## src/rtl/if_id_queue.sv

```systemverilog
// Fetch-to-decode instruction queue: buffers {pc, instr} pairs and
// presents the oldest entry with its pc+8 link value.
module if_id_queue #(
    parameter int DEPTH = 4,
    parameter int PTR_W = 2
) (
    input  logic             clk,
    input  logic             rst,
    input  logic             in_valid,
    input  logic [31:0]      in_pc,
    input  logic [31:0]      in_instr,
    output logic             in_ready,
    input  logic             flush,
    output logic             out_valid,
    output logic [31:0]      out_pc,
    output logic [31:0]      out_instr,
    output logic [31:0]      out_pc_plus8,
    input  logic             out_ready,
    output logic [PTR_W:0]   count
);

    localparam logic [PTR_W:0]   FULL = (PTR_W+1)'(DEPTH);
    localparam logic [PTR_W:0]   CONE = (PTR_W+1)'(1);
    localparam logic [PTR_W-1:0] PONE = PTR_W'(1);

    logic [63:0]      mem [DEPTH];
    logic [PTR_W-1:0] rd_ptr;
    logic [PTR_W-1:0] wr_ptr;
    logic             push;
    logic             pop;

    assign in_ready  = (count != FULL);
    assign out_valid = (count != '0);
    assign push      = in_valid & in_ready & ~flush;
    assign pop       = out_valid & out_ready & ~flush;

    assign out_pc       = mem[rd_ptr][63:32];
    assign out_instr    = mem[rd_ptr][31:0];
    assign out_pc_plus8 = out_pc + 32'd8;

    // Storage is deliberately left out of reset; only pointers are cleared.
    always_ff @(posedge clk) begin
        if (push) begin
            mem[wr_ptr] <= {in_pc, in_instr};
        end
    end

    always_ff @(posedge clk or negedge rst) begin
        if (!rst) begin
            rd_ptr <= '0;
            wr_ptr <= '0;
            count  <= '0;
        end else if (flush) begin
            rd_ptr <= '0;
            wr_ptr <= '0;
            count  <= '0;
        end else begin
            if (push) begin
                wr_ptr <= wr_ptr + PONE;
            end
            if (pop) begin
                rd_ptr <= rd_ptr + PONE;
            end
            unique case ({push, pop})
                2'b10:   count <= count + CONE;
                2'b01:   count <= count - CONE;
                default: count <= count;
            endcase
        end
    end

endmodule

```

## config.mk

```make
export PLATFORM = sky130hd
export DESIGN_NAME = if_id_queue
export DESIGN_NICKNAME = d
export VERILOG_FILES = /design/src/rtl/if_id_queue.sv
export SDC_FILE = /design/constraint.sdc
export NUM_CORES = 1
export LEC_CHECK = 0
export ABC_AREA = 1
export CAP_MARGIN = 5
export CORE_MARGIN = 2
export CORE_UTILIZATION = 51
export CTS_BUF_LIST = sky130_fd_sc_hd__clkbuf_8
export CTS_CLUSTER_DIAMETER = 30
export DETAILED_ROUTE_END_ITERATION = 10
export GPL_TIMING_DRIVEN = 0
export HOLD_SLACK_MARGIN = 0.02
export MAX_ROUTING_LAYER = met4
export PLACE_DENSITY = 0.79
export SLEW_MARGIN = 20
export SYNTH_ARGS = -nofsm -noshare
export SYNTH_HDL_FRONTEND = slang
export SYNTH_SLANG_ARGS = --single-unit
```

## constraint.sdc

```tcl
create_clock -name clk -period 3.83 [get_ports clk]
set_input_delay 0.766 -clock clk [delete_from_list [all_inputs] [get_ports clk]]
set_output_delay 0.766 -clock clk [all_outputs]
set_load 0.01 [all_outputs]
```

==> flow_summary.yaml <==
outcome:
  outcome: "completed"
floorplanning:
  die_area_mm2: 0.02400
  ios: 170
  floorplan.die.width_um: 154.9
  core_area_mm2: 0.02250
  initial_core_util_pct: 51.62
  row_count: 55
  vertical_die_dimension_um: 154.9
sta:
  achievable-frequency_ghz: 0.2705
  timing.final.crit_share_pct: 96.52
  setup_repair_after_global_routing_missed_its_margin: "true"
  finalSetupViolCount: 0
  finalHoldViolations: 0
  timing.clock.skew_ns: 0.02444
  setup-tns-final_ns: 0
  time_the_final_worst_path_needs_with_i_o_delays_and_setup_ns: 3.697
  slew-limit-headroom_pct: 59.66
  worstMarginPinSlew_ns: 0.6037
  report.final.slew_viol_count: 0
routing:
  detail_route.iter0.violations: 707
  drt-pass1-iter-count: 5
  antenna_violating_nets_post_route: 0
  vias: 8803
  avgRoutedWirePerCell_um: 18.70
  top_layer_used: "met4"
  post_drt_via_cell_ratio: 5.407
  routedLengthMet1_um: 11950
  routed_wirelength_um: 30450
  wl_met2_um: 15270
  met3WireLength_um: 2616
  drc: 0
logic_synthesis:
  syn-instance-count: 1076
  post_synth_instance_area_mm2: 0.01162
  synth.lib_cells_used.distinct: 30
  synth.avg_cell_area_um2: 10.80
  synth_largest_area_cell: "edfxtp_1"
  ys_async_sr_fraction_pct: 2.662
  synth-edff-count: 256
  netlist.area_leader.share_pct: 66.18
  netlist_top_cells_area: "edfxtp_1, nand2_1, nor2_1"
  syn-num-nets: 1151
  synth_top_flop_cell: "edfxtp_1"
  ys_ff_latch: 263
  seq_area_frac_synth_pct: 67.69
  ys_warn_count: 0
power_and_ir_drop:
  irDropWorstVdd_v: 0.0003570
  p_per_area_mw_per_mm2: 594.8
  leak_pwr_nw: 5.742
setup_path:
  critical_path_class: "flop to output pin"
  worst_setup_path_start_kind: "flop"
  crit_path_end_kind: "output pin"
  crit_required_ns: 3.06
  timing.critical_path.arrival_ns: 2.93
  critical_path.max_fanout: 10
grt:
  via_count_of_the_first_global_routing_pass: 8758
  largest_net_degree_at_the_start_of_global_routing: 24
  grt_antenna_before_repair: 3
  globalRoute.totalOverflow: 0
  grt_first_pass_wirelength_um: 46580
  grt_util_all_layers_pct: 26.03
clock_network:
  clkSlewWorstSetupHoldPaths_ns: 0.06
  number_of_clock_buffers_inserted_by_tritoncts: 45
  htreeDepth: 2
  clockBufferDepth: 3
  count_of_clock_tree_sinks: 263
  clockRootBuffer: "clkbuf_8"
  postCtsHoldBufs: 0
  cts_tree: "yes"
  worst_skew_pair.late_latency_ns: 0.55
finish:
  final_nets: 1384
  postLayoutCellArea_mm2: 0.01504
  final_layout_size_suffix_gt1_share_pct: 12.69
  final_core_utilization_pct: 66.84
  most_used_cells_in_the_layout_excluding_fill_and_tap_cells: "nand2_1, edfxtp_1, clkdlybuf4s50_1"
  final_common_cell: "nand2_1"
  area_growth_syn_to_layout_pct: 29.49
placed_design:
  gp_routability_congestion: 0.9088
  dpl_cell_area_mm2: 0.01401
  place.detailed.hpwl_um: 21330
  port_buffers: 169
worst_hold_path:
  hold_path.class: "input pin to async pin"
flow_run:
  number_of_max_capacitance_violations_reported: 0
[state kept, by name, summed over array words and instances (netlist names)]
| signal | flops |
|---|---|
| wr_ptr | 2 |
| count | 3 |
| mem | 256 |
| rd_ptr | 2 |
[where the power goes]
group          switching, mW  internal, mW  leakage, nW
sequential            0.0486          3.32         2.42
combinational           1.84          1.37         2.87
clock                   1.09          1.28        0.458
total                   2.98          5.97         5.74
[kinds of logic (layout without fill, tap and decap cells)]
group,count (synthesis),in the layout,synth area share [%]
AND/OR/NAND/NOR,567,567,20.30
AO/OA/AOI/OAI,119,119,5.569
XOR/XNOR,17,17,1.282
flip-flops,263,263,67.69
adder cells (fa/ha/maj),6,6,0.7109
other,0,3,0
buffers and inverters,104,368,4.449
[path summary, 6_finish.rpt]
kind	from	depth (start not counted)	end	slack (ns)
worst max-delay path	rd_ptr[0]	12	out_pc_plus8[10]	0.13
worst min-delay path	rst	1	count[0]	0.49
worst max register to register	count[0]	9	mem[3][19]	1.38
worst min register to register	wr_ptr[1]	2	wr_ptr[1]	0.63
max in group asynchronous	rst	1	wr_ptr[1]	3.06
min in group clk	wr_ptr[1]	2	wr_ptr[1]	0.63
[synth_stat cells (all sizes together), types with 2 or more instances]
cell type / instances
o21ai: 79
inv: 53
ha: 5
o22ai: 36
edfxtp: 256
nand4: 7
clkbuf: 22
buf: 29
xor2: 16
nand3: 71
a21oi: 2
dfrtp: 7
nor2: 146
nand2: 341
[what timing repair did]
item / 4_1_cts / 5_1_grt
buffers inserted: 0 / 5
pin swaps: 0 / 4
hold endpoints to repair: 0 / 0
resized for setup: 21 / 38
endpoints found under the setup margin: 53 / 42
[worst max-delay path, stage by stage (launching register included)]
cell and delay, ns:
dfrtp_1 0.37, buf_6 0.15, inv_6 0.09, buf_6 0.15, nand2_1 0.09, nand3_1 0.07
nand2_1 0.09, nor2_1 0.20, nand2_1 0.12, nor2_4 0.22, buf_4 0.16, xor2_1 0.14
clkdlybuf4s50_1 0.55
[metal layers]
layer	vias up	GRT usage, %
met1	4195	32.01
met2	398	43.43
met4	0	8.598
li1	4161	-
met5	-	-
met3	49	5.432
[per-stage QoR]
step	power (mW)	hold WS, ns	setup WS [ns]	std cells
finish	8.946	0.4928	0.1331	1628
global route	9.377	0.5110	-0.01327	1628
CTS	8.929	0.4801	0.002520	1620
detailed placement	6.538	0.6291	0.2394	1542
global placement	6.436	0.6099	-3.055	1530
floorplan	5.019	0.4704	-0.4094	1076
[cell type report]
type | count | area (um^2)
diodes | 3 | 7.507
plain buffers | 51 | 375.4
clock buffers | 47 | 646.9
clock inverters | 31 | 202.7
fillers | 1692 | 7461
inverters | 53 | 203.9
multi-input cells | 709 | 3332
flip-flops and latches | 263 | 7863
well taps | 285 | 356.6
repair buffers | 186 | 2054
No activity file was read; power rests on OpenSTA's default activity.
